$ cat src/rtl/s2qed_apu_arbiter.sv
// Two-core APU arbiter: round-robin request selection with a hold-until-grant lock,
// plus an owner-tag FIFO that routes in-order responses back to the issuing core.
module s2qed_apu_arbiter #(
    parameter int APU_NARGS_CPU    = 3,
    parameter int APU_WOP_CPU      = 6,
    parameter int APU_TYPE_W       = 1,
    parameter int APU_NDSFLAGS_CPU = 15,
    parameter int APU_NUSFLAGS_CPU = 5,
    parameter int DEPTH            = 4
) (
    input  logic                                clk_i,
    input  logic                                rst_i,

    input  logic                                apu_req_1_i,
    output logic                                apu_gnt_1_o,
    input  logic [APU_NARGS_CPU-1:0][31:0]      apu_operands_1_i,
    input  logic [APU_WOP_CPU-1:0]              apu_op_1_i,
    input  logic [APU_TYPE_W-1:0]               apu_type_1_i,
    input  logic [APU_NDSFLAGS_CPU-1:0]         apu_flags_1_i,
    input  logic                                apu_ready_1_i,
    output logic                                apu_valid_1_o,
    output logic [31:0]                         apu_result_1_o,
    output logic [APU_NUSFLAGS_CPU-1:0]         apu_rflags_1_o,

    input  logic                                apu_req_2_i,
    output logic                                apu_gnt_2_o,
    input  logic [APU_NARGS_CPU-1:0][31:0]      apu_operands_2_i,
    input  logic [APU_WOP_CPU-1:0]              apu_op_2_i,
    input  logic [APU_TYPE_W-1:0]               apu_type_2_i,
    input  logic [APU_NDSFLAGS_CPU-1:0]         apu_flags_2_i,
    input  logic                                apu_ready_2_i,
    output logic                                apu_valid_2_o,
    output logic [31:0]                         apu_result_2_o,
    output logic [APU_NUSFLAGS_CPU-1:0]         apu_rflags_2_o,

    output logic                                apu_req_o,
    input  logic                                apu_gnt_i,
    output logic [APU_NARGS_CPU-1:0][31:0]      apu_operands_o,
    output logic [APU_WOP_CPU-1:0]              apu_op_o,
    output logic [APU_TYPE_W-1:0]               apu_type_o,
    output logic [APU_NDSFLAGS_CPU-1:0]         apu_flags_o,
    input  logic                                apu_valid_i,
    input  logic [31:0]                         apu_result_i,
    input  logic [APU_NUSFLAGS_CPU-1:0]         apu_flags_i,
    output logic                                apu_ready_o,

    output logic [$clog2(DEPTH):0]              outstanding_o,
    output logic                                err_o
);

    localparam int CW = $clog2(DEPTH);
    localparam logic [CW:0] DEPTH_CNT = (CW+1)'(DEPTH);

    typedef enum logic {
        ARB_IDLE,
        ARB_LOCKED
    } arb_state_t;

    // Core ids are encoded as one bit: 0 = core 1, 1 = core 2.
    arb_state_t           state;
    logic                 lock_id;
    logic                 rr;
    logic [DEPTH-1:0]     tag_fifo;
    logic [CW-1:0]        wr_ptr;
    logic [CW-1:0]        rd_ptr;
    logic [CW:0]          count;

    logic                 sel;
    logic                 sel_req;
    logic                 full;
    logic                 empty;
    logic                 push;
    logic                 pop;
    logic                 head;

    // A pending-but-ungranted request keeps ownership of the APU port until granted.
    always_comb begin
        sel = 1'b0;
        if (state == ARB_LOCKED) begin
            sel = lock_id;
        end else if (apu_req_1_i && apu_req_2_i) begin
            sel = ~rr;
        end else if (apu_req_2_i) begin
            sel = 1'b1;
        end
    end

    assign full    = (count == DEPTH_CNT);
    assign empty   = (count == '0);
    assign sel_req = sel ? apu_req_2_i : apu_req_1_i;
    assign head    = tag_fifo[rd_ptr];

    // Reset gating is needed only here: everything else derives from cleared state.
    assign apu_req_o = sel_req & ~full & ~rst_i;
    assign push      = apu_req_o & apu_gnt_i;
    assign pop       = apu_valid_i & ~empty;

    assign apu_gnt_1_o = apu_gnt_i & apu_req_o & ~sel;
    assign apu_gnt_2_o = apu_gnt_i & apu_req_o & sel;

    always_comb begin
        apu_operands_o = '0;
        apu_op_o       = '0;
        apu_type_o     = '0;
        apu_flags_o    = '0;
        if (apu_req_o) begin
            if (sel) begin
                apu_operands_o = apu_operands_2_i;
                apu_op_o       = apu_op_2_i;
                apu_type_o     = apu_type_2_i;
                apu_flags_o    = apu_flags_2_i;
            end else begin
                apu_operands_o = apu_operands_1_i;
                apu_op_o       = apu_op_1_i;
                apu_type_o     = apu_type_1_i;
                apu_flags_o    = apu_flags_1_i;
            end
        end
    end

    // Responses go to the oldest outstanding owner; nothing is routed with no owner.
    always_comb begin
        apu_valid_1_o  = 1'b0;
        apu_valid_2_o  = 1'b0;
        apu_result_1_o = '0;
        apu_result_2_o = '0;
        apu_rflags_1_o = '0;
        apu_rflags_2_o = '0;
        if (!empty) begin
            if (head) begin
                apu_valid_2_o  = apu_valid_i;
                apu_result_2_o = apu_result_i;
                apu_rflags_2_o = apu_flags_i;
            end else begin
                apu_valid_1_o  = apu_valid_i;
                apu_result_1_o = apu_result_i;
                apu_rflags_1_o = apu_flags_i;
            end
        end
    end

    assign apu_ready_o   = empty | (head ? apu_ready_2_i : apu_ready_1_i);
    assign outstanding_o = count;

    // Lock FSM; a full FIFO freezes the lock since no transfer can complete.
    always_ff @(posedge clk_i or posedge rst_i) begin
        if (rst_i) begin
            state   <= ARB_IDLE;
            lock_id <= 1'b0;
        end else begin
            case (state)
                ARB_IDLE: begin
                    if (apu_req_o && !apu_gnt_i) begin
                        state   <= ARB_LOCKED;
                        lock_id <= sel;
                    end
                end
                ARB_LOCKED: begin
                    if (apu_gnt_i && !full) begin
                        state <= ARB_IDLE;
                    end
                end
                default: state <= ARB_IDLE;
            endcase
        end
    end

    always_ff @(posedge clk_i or posedge rst_i) begin
        if (rst_i) begin
            rr       <= 1'b1;
            tag_fifo <= '0;
            wr_ptr   <= '0;
            rd_ptr   <= '0;
            count    <= '0;
            err_o    <= 1'b0;
        end else begin
            if (push) begin
                tag_fifo[wr_ptr] <= sel;
                wr_ptr           <= wr_ptr + 1'b1;
                rr               <= sel;
            end
            if (pop) begin
                rd_ptr <= rd_ptr + 1'b1;
            end
            case ({push, pop})
                2'b10:   count <= count + 1'b1;
                2'b01:   count <= count - 1'b1;
                default: count <= count;
            endcase
            if (apu_valid_i && empty) begin
                err_o <= 1'b1;
            end
        end
    end

endmodule
$ cat config.mk
export PLATFORM = sky130hd
export DESIGN_NAME = s2qed_apu_arbiter
export DESIGN_NICKNAME = d
export VERILOG_FILES = /design/src/rtl/s2qed_apu_arbiter.sv
export SDC_FILE = /design/constraint.sdc
export NUM_CORES = 1
export LEC_CHECK = 0
export ABC_CLOCK_PERIOD_IN_PS = 5470
export CAP_MARGIN = 10
export CORE_AREA = 2 2 188 190
export CTS_CLUSTER_DIAMETER = 200
export CTS_CLUSTER_SIZE = 30
export DETAILED_ROUTE_END_ITERATION = 7
export DIE_AREA = 0 0 190 192
export DONT_BUFFER_PORTS = 1
export PLACE_DENSITY_LB_ADDON = 0.15
export SYNTH_ARGS = -nofsm -noshare
export SYNTH_HDL_FRONTEND = slang
export SYNTH_SLANG_ARGS = --single-unit
$ cat constraint.sdc
create_clock -name clk_i -period 5.47 [get_ports clk_i]
set_input_delay 0.547 -clock clk_i [delete_from_list [all_inputs] [get_ports clk_i]]
set_output_delay 0.547 -clock clk_i [all_outputs]
set_load 0.005 [all_outputs]
Yosys cells after proc, flatten, opt, wreduce, memory -nomap -nowiden. Cells that the tools add are included.

Register bits after elaboration: 15. Input bits: 281. Output and inout port bits: 202. Word-level logic and storage cells: 75.

Add/subtract/negate cells: 4. $lt $le $gt $ge: 3. Equal/unequal tests: 3. Multiplexer cells: 34. Bitwise gates (word level): 13. Reduce and logical (&&, ||, !) cells: 10.

Operator list (count): $mux 96 (2); $mux 32 (4); $mux 15 (2); $mux 5 (4); $mux 1 (15); $mux 6 (2); $and 1x1->1 (6); $lt 2x3->1 const B (2); $not 1->1 (6); $pmux 3 s2 (1); $logic_and 1x1->1 (5); $add 2x1->2 const B (2); $bwmux 4 (1); $add 3x1->3 const B (1); $eq 3x3->1 const B (1); $logic_not 3->1 (1); $sub 3x1->3 const B (1); $bmux 1 s2 (1); $demux 1 s2 (1); $eq 2x1->1 const B (1); $eq 2x2->1 const B (1); $ge 2x1->1 const B (1); $logic_not 1->1 (2); $pmux 1 s2 (1); 3 further kinds (3).

Depth between registers and ports, before layout. Gate-level depths: netlist of run 1.

Word-level depth: 9. Gate-level depth with buffers: 11.

Least setup slack after synthesis of run 1. Ideal clock, no wire load.

Path type: input to register. Start point: input port apu_req_1_i. End point: register count[2] (netlist: outstanding_o[2]). Data arrival time: 2.225 ns. Data required time: 5.345 ns. Setup slack: 3.120 ns. Cell stages on the path: 10. Path buffers: 0. Cell sequence: a21bo_2 > a2111o_1 > nor2_4 > inv_1 > ha_1 > inv_1 > fa_1 > xor2_1 > nor2_1 > xor2_1.

Cells in the longest elaborated chain, start to end: 9. Elaborated cells on any way between the ends: 11. Those cells by class: 2 x eq/ne; 4 x mux; 3 x bitwise; 2 x reduce/logical.

RTL lines: start, declared (line 14) `input logic apu_req_1_i,`; $logic_and 1x1->1 (line 81) `end else if (apu_req_1_i && apu_req_2_i) begin`; $mux 1 (line 81); $mux 1 (line 79) `if (state == ARB_LOCKED) begin`; $mux 1 * (line 90) `assign sel_req = sel ? apu_req_2_i : apu_req_1_i;`; $and 1x1->1 * (2 in a row) (line 94) `assign apu_req_o = sel_req & ~full & ~rst_i;`; $and 1x1->1 * (line 95) `assign push = apu_req_o & apu_gnt_i;`; $eq 2x1->1 / $eq 2x2->1 (equally long branches) (line 185) `case ({push, pop})`; $pmux 3 s2 / $reduce_bool 2->1 (equally long branches); end signal, assigned (line 186) `2'b10: count <= count + 1'b1;`; end signal, assigned (line 187) `2'b01: count <= count - 1'b1;`; end signal, assigned (line 188) `default: count <= count;`; end, declared (line 66) `logic [CW:0] count;`.

Every way passes the cells marked *; elsewhere a longest branch is shown, timed or not. A chain may end at the register's enable or synchronous reset.

Worst setup path after layout of run 1.
Start point: register count[0] (netlist: outstanding_o[0]). End point: output port apu_gnt_1_o.

Cells in the longest elaborated chain, start to end: 6.

RTL lines: $eq 3x3->1 (line 88) `assign full = (count == DEPTH_CNT);`; $not 1->1 (line 94); $and 1x1->1 (2 in a row) (line 94); named net apu_req_o (line 36) `output logic apu_req_o,`; $and 1x1->1 (2 in a row) (line 98) `assign apu_gnt_1_o = apu_gnt_i & apu_req_o & ~sel;`; end, declared (line 15) `output logic apu_gnt_1_o,`.

The timed path passes the listed nets, and every way through them passes these cells.

==> results by stage, run 1 <==
STA:
- The time the worst path needs with I/O delays and setup is 2.88 ns.
- For the pin with the worst max-slew slack, the measured transition is 1.10 ns.
- The number of hold violations in the final report was 0.
- The total negative setup slack is 0 ns.
- Across the routed clock network, the largest skew measured is 0.000982 ns.
- The number of slew-limit violations in the final report came to 0.
- Derived from the worst setup path, the maximum achievable clock frequency is 348 MHz.
- In this run the tightest slew margin relative to its limit is 26.7%.
- Dividing the final minimum period by the clock period gives 52.6%.
- Setup repair after global routing left no endpoint under its margin.
- Setup violations remaining at the end of the flow were counted as 0.

Cells and area:
- After the last flow step, the layout net total stands at 720.
- The number of fill cells is 4025.
- The final standard cell count with taps included and fillers excluded is 889.
- The flip-flop and latch area is 377 µm².
- The fraction of layout instances using a drive strength above 1 is 3.94%.
- The post-route cell area is 3660 µm².
- The area growth from synthesis to layout is 13.1%.
- The area taken by multi-input logic gates is 2530 µm².

Critical path:
- STA classifies the critical path endpoint as a primary output.
- The worst setup slack for register-to-register paths is 2.71 ns.
- The endpoint identified for the worst register-to-register timing path is outstanding_o[2]$_DFFE_PP0P_.
- The family with the most delay on the worst path is buffers and inverters.
- The critical path in this run is classified as flip-flop to primary output.
- Data on the critical path is required at its endpoint by 4.92 ns.
- The worst register-to-register path has a depth of 11.
- The instance count on the critical path is 5.
- The start of the worst register-to-register path is outstanding_o[0]$_DFFE_PP0P_.
- The worst path buffer plus inverter count is 2.
- The largest individual stage delay along the critical path comes from the cell dfrtp_1.
- STA classifies the critical path startpoint as a flip-flop.
- The largest stage delay on the critical path is 0.45 ns.
- Walking the worst path, the cells encountered are nor3b_1, a2111o_2, buf_4, inv_1, and3_1.
- The critical-path maximum fanout is 43.
- The critical path data arrival time is 2.33 ns.

Clocking:
- TritonCTS built the clock tree.
- After clock tree synthesis, the flow added hold-fix buffers numbering 0.
- The longest clock path from root to sink contains 2 buffers.
- The clock net sink count is 15.
- The insertion delay of the later-clocked pin in the worst-skew pair is 0.25 ns.
- The clock transition time at the flip-flop clock pins of the worst setup and hold paths is 0.05 ns.
- In this run the number of H-tree levels came out at 1.
- The master cell of the clock root buffer is clkbuf_16.
- The total CTS buffers is 3.
- Once the clock tree was built, the resizer swapped 0 gates to a different size.
- The setup fix buffers added after clock tree synthesis is 0.

Floorplanning:
- The die is 192 µm tall.
- The die extent in x is 190 µm.
- 483 I/O pins were placed.
- The area of the die is 36500 µm².
- The effective utilization at floorplan is 9.44%.
- The standard-cell row count is 68.
- The total area inside the core boundary comes to 34300 µm².

Power:
- The cell-internal power is 0.786 mW.
- The proportion of power drawn by the clock network is 8.3%.
- The switching share of power is 56.3%.
- In this run, flip-flops and latches consume 12.9% of the power.
- The analysis attributes to net switching a power of 1.01 mW.
- Summed over all cells, the static leakage comes to 1.93 nW.
- The largest vdd supply drop is 0.263 mV.
- The power density normalized to cell area is 492 nW/µm².
- The fraction of power consumed by combinational cells is 78.8%.

Detailed routing:
- Dividing the detail-routed wire length by the instance count gives 18.6 µm.
- The first detailed-routing pass took 4 iterations.
- For this block, the initial DRC count from the detailed router was 109.
- Dividing the detail-routed via count by the number of cells gives 3.66.
- For this block, the via count after detailed routing is 3256.
- The final antenna-violating net count is 0.
- After detailed routing, the total wire length is 16600 µm.
- After detailed routing, the number of remaining DRC violations is 0.

Logic synthesis:
- Sequential elements use 11.6% of the synthesized area.
- Synthesis produced a netlist whose cell count is 468.
- Counting flops and latches in the post-synthesis netlist gives 15.
- The mean area per synthesized cell is 6.91 µm².
- The synthesized net count is 755.
- The multiplexer area fraction after synthesis is 38.2%.
- The unique cell type count in the Yosys netlist is 33.
- Of the total synthesized cell area, the portion taken by AND, OR, NAND and NOR gates is 32.3%.
- During synthesis, Yosys emitted a total of 0 warnings.
- The synthesized netlist devotes 3.44% of its cell area to compound gates.
- After Yosys synthesis, XOR and XNOR cells account for 1.62% of the synthesized area.
- The synthesized netlist occupies a cell area of 3240 µm².
- By area, the combinational part of the netlist is dominated by multiplexers.
- The adder and majority cell fraction of the synthesized area is 2.55%.

Placed design:
- The count of buffers added on input and output ports is 0.
- Detailed placement finished with a half-perimeter wire length of 14500 µm.
- The area of placed instances is 3570 µm².
- The number of placed instances, taps included, is 883.
- Routability-driven placement finished with a final weighted congestion of 0.764.

GRT:
- The number of antenna violations at the first check in global routing was 2.
- The first global-routing pass estimated 20100 µm of wire.
- In the global route stage, overall resource usage came out at 7.74%.
- Entering global routing, the biggest net connects 92 pins.
- After global routing the overflow that remains totals 0.
- The number of global-route vias before repair came to 2866.

Status:
- The run finished with clean final reports.

Flow run:
- The tool flagged a number of max-cap violations equal to 0.

Min path:
- The path category of the worst min-delay check is input port to asynchronous set/reset pin.
## synth_stat cells
cell,n,area [µm²]
buf_2,15,75.1
dfrtp_1,14,350
o21bai_1,1,7.51
o21ai_0,2,10.0
buf_1,1,3.75
a21oi_1,1,5.00
nor2b_1,1,6.26
dfstp_2,1,26.3
a31oi_1,8,50.1
and3_1,39,244
xor2_1,2,17.5
buf_4,2,15.0
fa_1,1,20.0
xnor2_1,4,35.0
a22oi_1,1,7.51
nand2_1,41,154
nor3b_1,2,15.0
clkbuf_8,1,13.8
inv_1,12,45.0
nand3_1,1,5.00
ha_1,5,62.6
mux4_2,1,22.5
nor2_4,1,11.3
mux2i_1,120,1200
mux2_2,1,11.3
nor2_1,159,597
nor4_1,1,6.26
a21bo_2,1,10.0
clkbuf_1,15,56.3
a32o_1,1,10.0
buf_6,11,124
or3_1,1,6.26
a2111o_1,1,11.3
## power by group through the flow
stage	clock, mW	combinational [mW]	sequential (mW)
finish	0.149	1.42	0.232
CTS	0.158	1.45	0.235
floorplan	0	1.25	0.211
global route	0.163	1.59	0.244
detailed placement	0	1.44	0.238
global placement	0	1.48	0.237
## worst max path at each step
| stage | endpoint | slack (ns) | startpoint |
|---|---|---|---|
| 2_1_floorplan | outstanding_o[2]$_DFFE_PP0P_ | 3.12 | apu_req_1_i |
| 6_report | apu_gnt_1_o | 2.59 | outstanding_o[0]$_DFFE_PP0P_ |
| 5_1_grt | apu_gnt_1_o | 2.37 | outstanding_o[0]$_DFFE_PP0P_ |
| 4_1_cts | apu_gnt_1_o | 2.51 | outstanding_o[0]$_DFFE_PP0P_ |
| 3_3_place_gp | outstanding_o[2]$_DFFE_PP0P_ | 2.61 | outstanding_o[0]$_DFFE_PP0P_ |
| 3_5_place_dp | outstanding_o[2]$_DFFE_PP0P_ | 2.63 | outstanding_o[0]$_DFFE_PP0P_ |
## routing by layer
metal  GRT usage, %  vias up  share of wire [%]
li1               -     1495                  -
met1           8.03     1472                 35
met2           15.3      272                 54
met3           1.32       17                8.0
met4           2.98        0                3.0
met5              0        -                  0
## kinds of logic after synthesis
| family | after synthesis |
|---|---|
| xor gates and xnor gates | 6 |
| adders and majority gates | 6 |
| and+or+nand+nor | 246 |
| buffers and inverters | 57 |
| AOI/OAI and AO/OA | 16 |
| muxes | 122 |
| DFF | 15 |
## placed cells by master (no fill, tap or decap), drive strengths merged
master    n
a2111o    1
a21bo     1
a21oi     1
a22oi     1
a31oi     8
a32o      1
and3     39
buf       5
clkbuf    3
clkinv    1
dfrtp    14
dfstp     1
diode     2
fa        1
ha        5
inv      12
mux2      1
mux2i   120
mux4      1
nand2    41
nand3     1
nor2    160
nor2b     1
nor3b     2
nor4      1
o21ai     2
o21bai    1
or3       1
xnor2     4
xor2      2
## state kept, by name, indices dropped and copies added, names as in the netlist
signal / cells
state: 1
tag_fifo: 4
err_o: 1
outstanding_o: 3
rr: 1
lock_id: 1
wr_ptr: 2
rd_ptr: 2
## metrics by stage
step / hold slack, ns / util, % / setup slack, ns / power [mW]
finish: 0.275 / 10.7 / 2.59 / 1.80
CTS: 0.316 / 10.7 / 2.51 / 1.84
global route: 0.336 / 10.7 / 2.37 / 2.00
floorplan: 0.448 / - / 3.12 / 1.46
detailed placement: 0.475 / 10.4 / 2.63 / 1.68
global placement: 0.483 / 10.4 / 2.61 / 1.72
## layout make-up
type	instances	area share, %
Multi-Input combinational cell	396	69.2
Tap cell	455	15.6
Sequential cell	15	10.3
Clock buffer	3	2.05
Timing Repair Buffer	5	1.37
Inverter	12	1.23
Clock inverter	1	0.137
Antenna cell	2	0.137
(Power assumes the default switching activity.)
==> run 2: changes to the inputs <==
--- a/config.mk
+++ b/config.mk
@@ -5,7 +5,7 @@
 export SDC_FILE = /design/constraint.sdc
 export NUM_CORES = 1
 export LEC_CHECK = 0
-export ABC_CLOCK_PERIOD_IN_PS = 5470
+export ABC_CLOCK_PERIOD_IN_PS = 2600
 export CAP_MARGIN = 10
 export CORE_AREA = 2 2 188 190
 export CTS_CLUSTER_DIAMETER = 200
==> constraint.sdc (replaced) <==
create_clock -name clk_i -period 2.6 [get_ports clk_i]
set_input_delay 0.26 -clock clk_i [delete_from_list [all_inputs] [get_ports clk_i]]
set_output_delay 0.26 -clock clk_i [all_outputs]
set_load 0.005 [all_outputs]
==> run 2 against run 1 <==
Against the previous run: via count is 3.3% higher; total power is 120% higher; combinational power increased by 130%; register-to-register slack worse by 2.4 ns; die area stayed put; largest power group unchanged.
==> results by stage, run 2 (same netlist as run 1, synthesis figures left out) <==
Status:
- The flow ran to the end, and the final reports show no timing, DRC or antenna violations.

Critical path:
- The critical-path maximum fanout is 85 (+98%).
- The worst setup path is captured at a primary output.
- The worst reg-to-reg path cell count came to 10 (-1).
- The required time at the worst-slack endpoint came to 2.34 ns (-2.58 ns).
- The slowest cell on the critical path is a2111o_2.
- The critical path goes through a21bo_2, a2111o_2, buf_12, inv_1, and3_1.
- The critical path data arrival time was 2.14 ns (-0.19 ns).
- The largest stage delay on the critical path is 0.53 ns (+0.08 ns).
- The nature of the critical path startpoint is a flip-flop.
- The setup path with the least slack is of type flip-flop to primary output.

Clocking:
- The tree is rooted in a clkbuf_16.
- The TritonCTS clock tree is yes.
- The count of H-tree levels built during CTS is 1 (unchanged).
- The insertion delay of the later-clocked pin in the worst-skew pair is 0.25 ns (about the same).
- The number of buffers inserted by hold repair at cts came to 0 (unchanged).
- The total CTS buffers came to 3 (unchanged).
- The clock transition time at the flip-flop clock pins of the worst setup and hold paths is 0.05 ns (about the same).
- The number of buffers on the longest clock path was 2 (unchanged).
- The clock net sink count is 15 (unchanged).

Detailed routing:
- The overall via count from detail_route was 3363 (+3.3%).
- The count of TritonRoute iterations in the first routing pass is 4 (unchanged).
- The violation count after the first detailed-route iteration is 97 (-11%).
- The ratio of routed vias to standard cells came to 3.69 (+0.68%).
- The average detailed-routed wire length per instance came to 18.6 µm (-0.10%).
- The wire length reported by the detailed router was 17000 µm (+2.5%).
- The remaining routing DRC violations is 0 (unchanged).
- The final antenna-violating net count is 0 (unchanged).

Cells and area:
- The largest register by flop count is tag_fifo.
- The total number of nets in the final design was 743 (+3.2%).
- The number of flip-flops in the largest register came to 4 (unchanged).
- The end-of-flow core utilization is 11.3% (+0.64 points).
- The fraction of layout instances using a drive strength above 1 is 8.79% (+4.9 points).
- The final standard cell count with taps included and fillers excluded is 912 (+2.6%).
- Leaving out fill and tap cells, the most frequent cell in the layout is nor2_1.
- In the layout the commonest cells are nor2_1 (159), mux2i_1 (120), nand2_1 (41), and3_1 (39), buf_4 (23).
- The area added between synthesis and finish is 19.9%.

GRT:
- The remaining global-route overflow is 0 (unchanged).
- The number of global-route vias before repair is 2888 (+0.77%).
- The number of antenna violations at the first check in global routing came to 2 (unchanged).
- The first-pass GRT wire length was 20300 µm (+0.79%).
- The maximum number of pins on one net before global-route repair is 86 (-6.5%).
- The aggregate global-route resource usage was 7.72% (-0.018 points).

STA:
- The count of endpoints failing setup in the final report is 0 (unchanged).
- The number of slew-limit violations in the final report was 0 (unchanged).
- The total negative setup slack was 0 ns (unchanged).
- The clock tree skew after final layout is 0.00324 ns (+0.00226 ns).
- The post-route clock period utilization is 92.5%.
- The slack of the critical path is 0.196 ns (-2.40 ns).
- The headroom to the max-slew limit is 54.9% (+28 points).
- The maximum operating frequency is 416 MHz.
- The actual transition at the worst max-transition pin was 0.675 ns (-0.425 ns).
- Setup repair after global routing left no endpoint under its margin.
- The number of hold violations in the final report is 0 (unchanged).
- The time the worst path needs with I/O delays and setup is 2.40 ns.

Floorplanning:
- The area of the die came to 36500 µm² (unchanged).
- The I/O pin count is 483 (unchanged).
- The area inside the core boundary is 34300 µm² (unchanged).
- The effective utilization at floorplan is 9.44% (unchanged).
- The floorplan die height is 192 µm (unchanged).
- The standard-cell row count is 68 (unchanged).
- The die extent in x is 190 µm (unchanged).

Placed design:
- The instance count after placement with tap cells included was 904 (+2.4%).
- The post-placement worst setup slack is 0.307 ns (-2.32 ns).
- The global placer's final weighted congestion is 0.752 (-1.5%).
- The number of I/O port buffers is 0 (unchanged).
- The half-perimeter wire length after detailed placement is 14500 µm (+0.60%).

Power:
- The largest vdd supply drop came to 0.476 mV (+81%).
- The overall power of the completed layout is 4.02 mW (+120%).
- The leakage component of the power is 2.06 nW (+7.0%).
- The power density normalized to cell area was 1040 nW/µm² (+110%).

Min path:
- In this run the worst hold path is classified as input port to asynchronous set/reset pin.

Flow run:
- The count of max-cap constraint violations was 0 (unchanged).
## run 2: cell types whose count changed in the layout (fill, tap and decap cells not counted)
cell / previous run / this run
clkbuf_16: 3 / 4
buf_6: 0 / 1
buf_12: 1 / 3
buf_4: 4 / 23
## run 2: report_power, final
group,internal [mW],total [mW],leakage (nW),switching (mW)
Combinational,1.26,3.25,1.85,1.99
Clock,0.206,0.304,0.0409,0.0987
Sequential,0.361,0.469,0.173,0.108
Total,1.83,4.02,2.06,2.19
## run 2: layout make-up
type                            count  area [µm²]
Antenna cell                        2        5.00
Clock buffer                        3        75.1
Clock inverter                      1        5.00
Fill cell                        4039       30400
Inverter                           12        45.0
Multi-Input combinational cell    396        2530
Sequential cell                    15         377
Tap cell                          455         569
Timing Repair Buffer               28         269
## run 2: repair_timing
action                     4_1_cts  5_1_grt
buffers inserted                 0        1
setup endpoints to repair        0        1
gates resized for setup          0        1
## run 2: worst paths after layout
check / start / to / slack [ns]
max reg2reg: outstanding_o[1]$_DFFE_PP0P_ / outstanding_o[2]$_DFFE_PP0P_ / 0.31
max in group asynchronous: rst_i / tag_fifo[0]$_DFFE_PP0P_ / 2.17
min reg2reg: rd_ptr[1]$_DFFE_PP0P_ / rd_ptr[1]$_DFFE_PP0P_ / 0.49
max: state$_DFF_PP0_ / apu_gnt_1_o / 0.20
min: rst_i / outstanding_o[2]$_DFFE_PP0P_ / 0.001
min in group clk_i: apu_gnt_i / state$_DFF_PP0_ / 0.14
## run 2: layer usage
metal	routed length [µm]	global-route usage, %	share of wire [%]
met1	5970	8.35	35
met2	9250	15.0	55
met3	1320	1.30	7.8
met4	429	2.77	2.5
met5	0	0	0
## run 2: worst max-delay path: cells and delay by family (launching register included)
kind / cells / cell delay (ns)
buf+inv: 2 / 0.38
simple gates: 1 / 0.24
compound gates: 2 / 0.76
flops: 1 / 0.43
## run 2: through the flow
stage,hold WS [ns],area [µm²]
floorplan,0.161,3240
global placement,0.311,3770
detailed placement,0.304,3770
CTS,0.0412,3850
global route,0.0680,3880
finish,0.00116,3880
==> run 3: changes to the inputs <==
--- a/config.mk
+++ b/config.mk
@@ -9,10 +9,10 @@
 export CAP_MARGIN = 10
 export CORE_AREA = 2 2 188 190
 export CTS_CLUSTER_DIAMETER = 200
-export CTS_CLUSTER_SIZE = 30
 export DETAILED_ROUTE_END_ITERATION = 7
 export DIE_AREA = 0 0 190 192
 export DONT_BUFFER_PORTS = 1
+export GPL_TIMING_DRIVEN = 0
 export PLACE_DENSITY_LB_ADDON = 0.15
 export SYNTH_ARGS = -nofsm -noshare
 export SYNTH_HDL_FRONTEND = slang
==> run 3 against run 2 <==
Against the previous run: critical path depth rose by 2; clock power rose by 3%; sequential power rose by 4%; worst setup slack got worse by 0.040 ns; core utilization rose by 0.23 points; final area rose by 2.0%; global-route usage rose by 1.5 points.
==> results by stage, run 3 (same netlist as run 1, synthesis figures left out) <==
STA:
- The count of endpoints failing setup in the final report was 0 (unchanged).
- The slack of the critical path is 0.155 ns (-0.0402 ns).
- The worst hold slack came to 0.00958 ns (+0.00842 ns).
- The time the worst path needs with I/O delays and setup is 2.44 ns (+0.0402 ns).
- The maximum operating frequency is 409 MHz (-1.6%).
- The total negative setup slack is 0 ns (unchanged).
- The actual transition at the worst max-transition pin was 0.708 ns (+0.0327 ns).
- Setup repair after global routing could not meet its margin everywhere.
- The number of hold violations in the final report is 0 (unchanged).
- The clock tree skew after final layout is 0.00160 ns (-0.00164 ns).
- The post-route clock period utilization is 94.0% (+1.5 points).
- The number of slew-limit violations in the final report is 0 (unchanged).
- The headroom to the max-slew limit is 52.7% (-2.2 points).

Clocking:
- The master cell of the clock root buffer is clkbuf_16.
- The count of H-tree levels built during CTS is 1 (unchanged).
- The clock net sink count came to 15 (unchanged).
- The TritonCTS clock tree is yes.
- The total CTS buffers was 3 (unchanged).
- The insertion delay of the later-clocked pin in the worst-skew pair was 0.25 ns (about the same).
- The clock transition time at the flip-flop clock pins of the worst setup and hold paths is 0.05 ns (about the same).
- The number of buffers on the longest clock path is 2 (unchanged).

Cells and area:
- The final standard cell count with taps included and fillers excluded is 929 (+1.9%).
- The number of flip-flops in the largest register is 4 (unchanged).
- The total number of nets in the final design is 759 (+2.2%).
- The fraction of layout instances using a drive strength above 1 is 10.4% (+1.6 points).
- The largest register by flop count is tag_fifo.
- Leaving out fill and tap cells, the most frequent cells in the layout are nor2_1 (156), mux2i_1 (114), nand2_1 (41), and3_1 (39), dfrtp_1 (14).
- The commonest non-fill, non-tap cell in the layout is nor2_1.
- The area growth from synthesis to layout is 22.3%.

GRT:
- The first-pass GRT wire length is 23700 µm (+17%).
- The number of antenna violations at the first check in global routing is 3 (+1).
- The aggregate global-route resource usage is 9.18% (+1.5 points).
- The number of global-route vias before repair is 3344 (+16%).
- The remaining global-route overflow is 0 (unchanged).
- The maximum number of pins on one net before global-route repair came to 16 (-81%).

Detailed routing:
- The count of TritonRoute iterations in the first routing pass is 4 (unchanged).
- The final antenna-violating net count is 0 (unchanged).
- The ratio of routed vias to standard cells is 3.68 (-0.22%).
- The overall via count from detail_route is 3418 (+1.6%).
- The wire length reported by the detailed router is 19300 µm (+14%).
- The violation count after the first detailed-route iteration is 114 (+18%).
- The average detailed-routed wire length per instance came to 20.8 µm (+12%).
- The remaining routing DRC violations is 0 (unchanged).

Critical path:
- The worst setup slack for register-to-register paths is 0.18 ns (-0.13 ns).
- The critical path data arrival time is 2.18 ns (+0.04 ns).
- The largest stage delay on the critical path is 0.55 ns (+0.02 ns).
- The worst path buffer plus inverter count is 3 (+1).
- The cell family contributing the most delay on the critical path is buffers and inverters.
- Traced cell by cell, the critical path runs through nand2_1, a22oi_1, clkbuf_4, buf_6, buf_4, mux2i_1, nor2_1.
- The worst setup path is of the flip-flop to primary output kind.
- The element type at the critical path end is a primary output.
- STA classifies the critical path startpoint as a flip-flop.
- The critical-path maximum fanout is 10 (-88%).
- For this design, the slowest cell found on the critical path is dfstp_2.
- The worst reg-to-reg path cell count came to 10 (unchanged).
- The required time at the worst-slack endpoint is 2.34 ns (about the same).
- The instance count on the critical path is 7 (+2).

Placed design:
- The post-placement worst setup slack was -0.0775 ns (-0.385 ns).
- The number of I/O port buffers is 0 (unchanged).
- The global placer's final weighted congestion came to 0.781 (+3.8%).
- The instance count after placement with tap cells included is 923 (+2.1%).
- The half-perimeter wire length after detailed placement is 17200 µm (+18%).

Power:
- The portion of total power attributed to sequential cells came to 11.2% (-0.5 points).
- The proportion of power drawn by the clock network is 7.2% (-0.4 points).
- The cell-internal power is 1.86 mW (+2.1%).
- The largest vdd supply drop was 0.832 mV (+75%).
- The fraction of power consumed by combinational cells is 81.5% (+0.7 points).
- The switching share of power is 57.0% (+2.4 points).
- The switching power total is 2.47 mW (+13%).
- The power density normalized to cell area was 1100 nW/µm² (+5.7%).
- The leakage component of the power was 2.05 nW (-0.70%).

Min path:
- The path category of the worst min-delay check is input port to asynchronous set/reset pin.

Floorplanning:
- The I/O pin count is 483 (unchanged).
- The die extent in x is 190 µm (unchanged).
- The standard-cell row count is 68 (unchanged).
- The area inside the core boundary is 34300 µm² (unchanged).
- The area of the die is 36500 µm² (unchanged).
- The effective utilization at floorplan is 9.44% (unchanged).
- The floorplan die height is 192 µm (unchanged).

Status:
- The flow ran to the end, and the final reports show no timing, DRC or antenna violations.

Flow run:
- The count of max-cap constraint violations is 0 (unchanged).
run 3: worst paths after layout:
| path | startpoint | endpoint |
|---|---|---|
| setup / recovery | rr$_DFFE_PP1P_ | apu_operands_o[59] |
| max in group asynchronous | rst_i | err_o$_DFFE_PP0P_ |
| setup reg to reg | state$_DFF_PP0_ | outstanding_o[2]$_DFFE_PP0P_ |
| hold reg to reg | rd_ptr[1]$_DFFE_PP0P_ | rd_ptr[1]$_DFFE_PP0P_ |
| hold / removal | rst_i | lock_id$_DFFE_PP0P_ |
| min in group clk_i | apu_valid_i | err_o$_DFFE_PP0P_ |
run 3: through the flow:
stage               power (mW)  utilization, %  area (µm²)
finish                    4.33            11.5        3960
global route              4.75            11.5        3960
CTS                       4.42            11.5        3930
detailed placement        4.04            11.1        3800
global placement          4.08            11.1        3800
floorplan                 3.07               -        3240
run 3: worst register-to-register path, delay by kind of cell (launching register included):
family / cells / cell delay (ns)
AO/OA/AOI/OAI: 2 / 0.73
XOR/XNOR: 2 / 0.28
adder cells (fa/ha/maj): 2 / 0.41
buffers and inverters: 2 / 0.16
flip-flops: 1 / 0.43
AND/OR/NAND/NOR: 2 / 0.30
run 3: power by group through the flow:
stage | registers [mW] | logic, mW | clock network (mW)
after floorplan | 0.443 | 2.62 | 0
after global placement | 0.501 | 3.58 | 0
after detailed placement | 0.500 | 3.54 | 0
after CTS | 0.495 | 3.60 | 0.333
after global routing | 0.515 | 3.90 | 0.334
final | 0.486 | 3.53 | 0.313
run 3: layout make-up:
type / instances / area, µm²
plain buffers: 44 / 304
multi-input cells: 396 / 2570
diodes: 3 / 7.51
fillers: 4018 / 30300
clock buffers: 3 / 75.1
inverters: 12 / 45.0
clock inverters: 1 / 5.00
well taps: 455 / 569
flip-flops and latches: 15 / 377
run 3: routing by layer:
metal,wire length (µm),vias up,global-route usage [%],part of all wire (%)
met5,0,-,0,0
met4,754,0,3.97,3.9
met3,1320,29,1.46,6.8
met2,10400,274,18.2,54
met1,6840,1553,9.43,35
li1,-,1562,-,-
run 3: what timing repair did:
item	in CTS	in global routing
hold buffers	0	0
pin swaps	0	0
setup endpoints to repair	41	25
resized for setup	14	6
buffers inserted	0	0
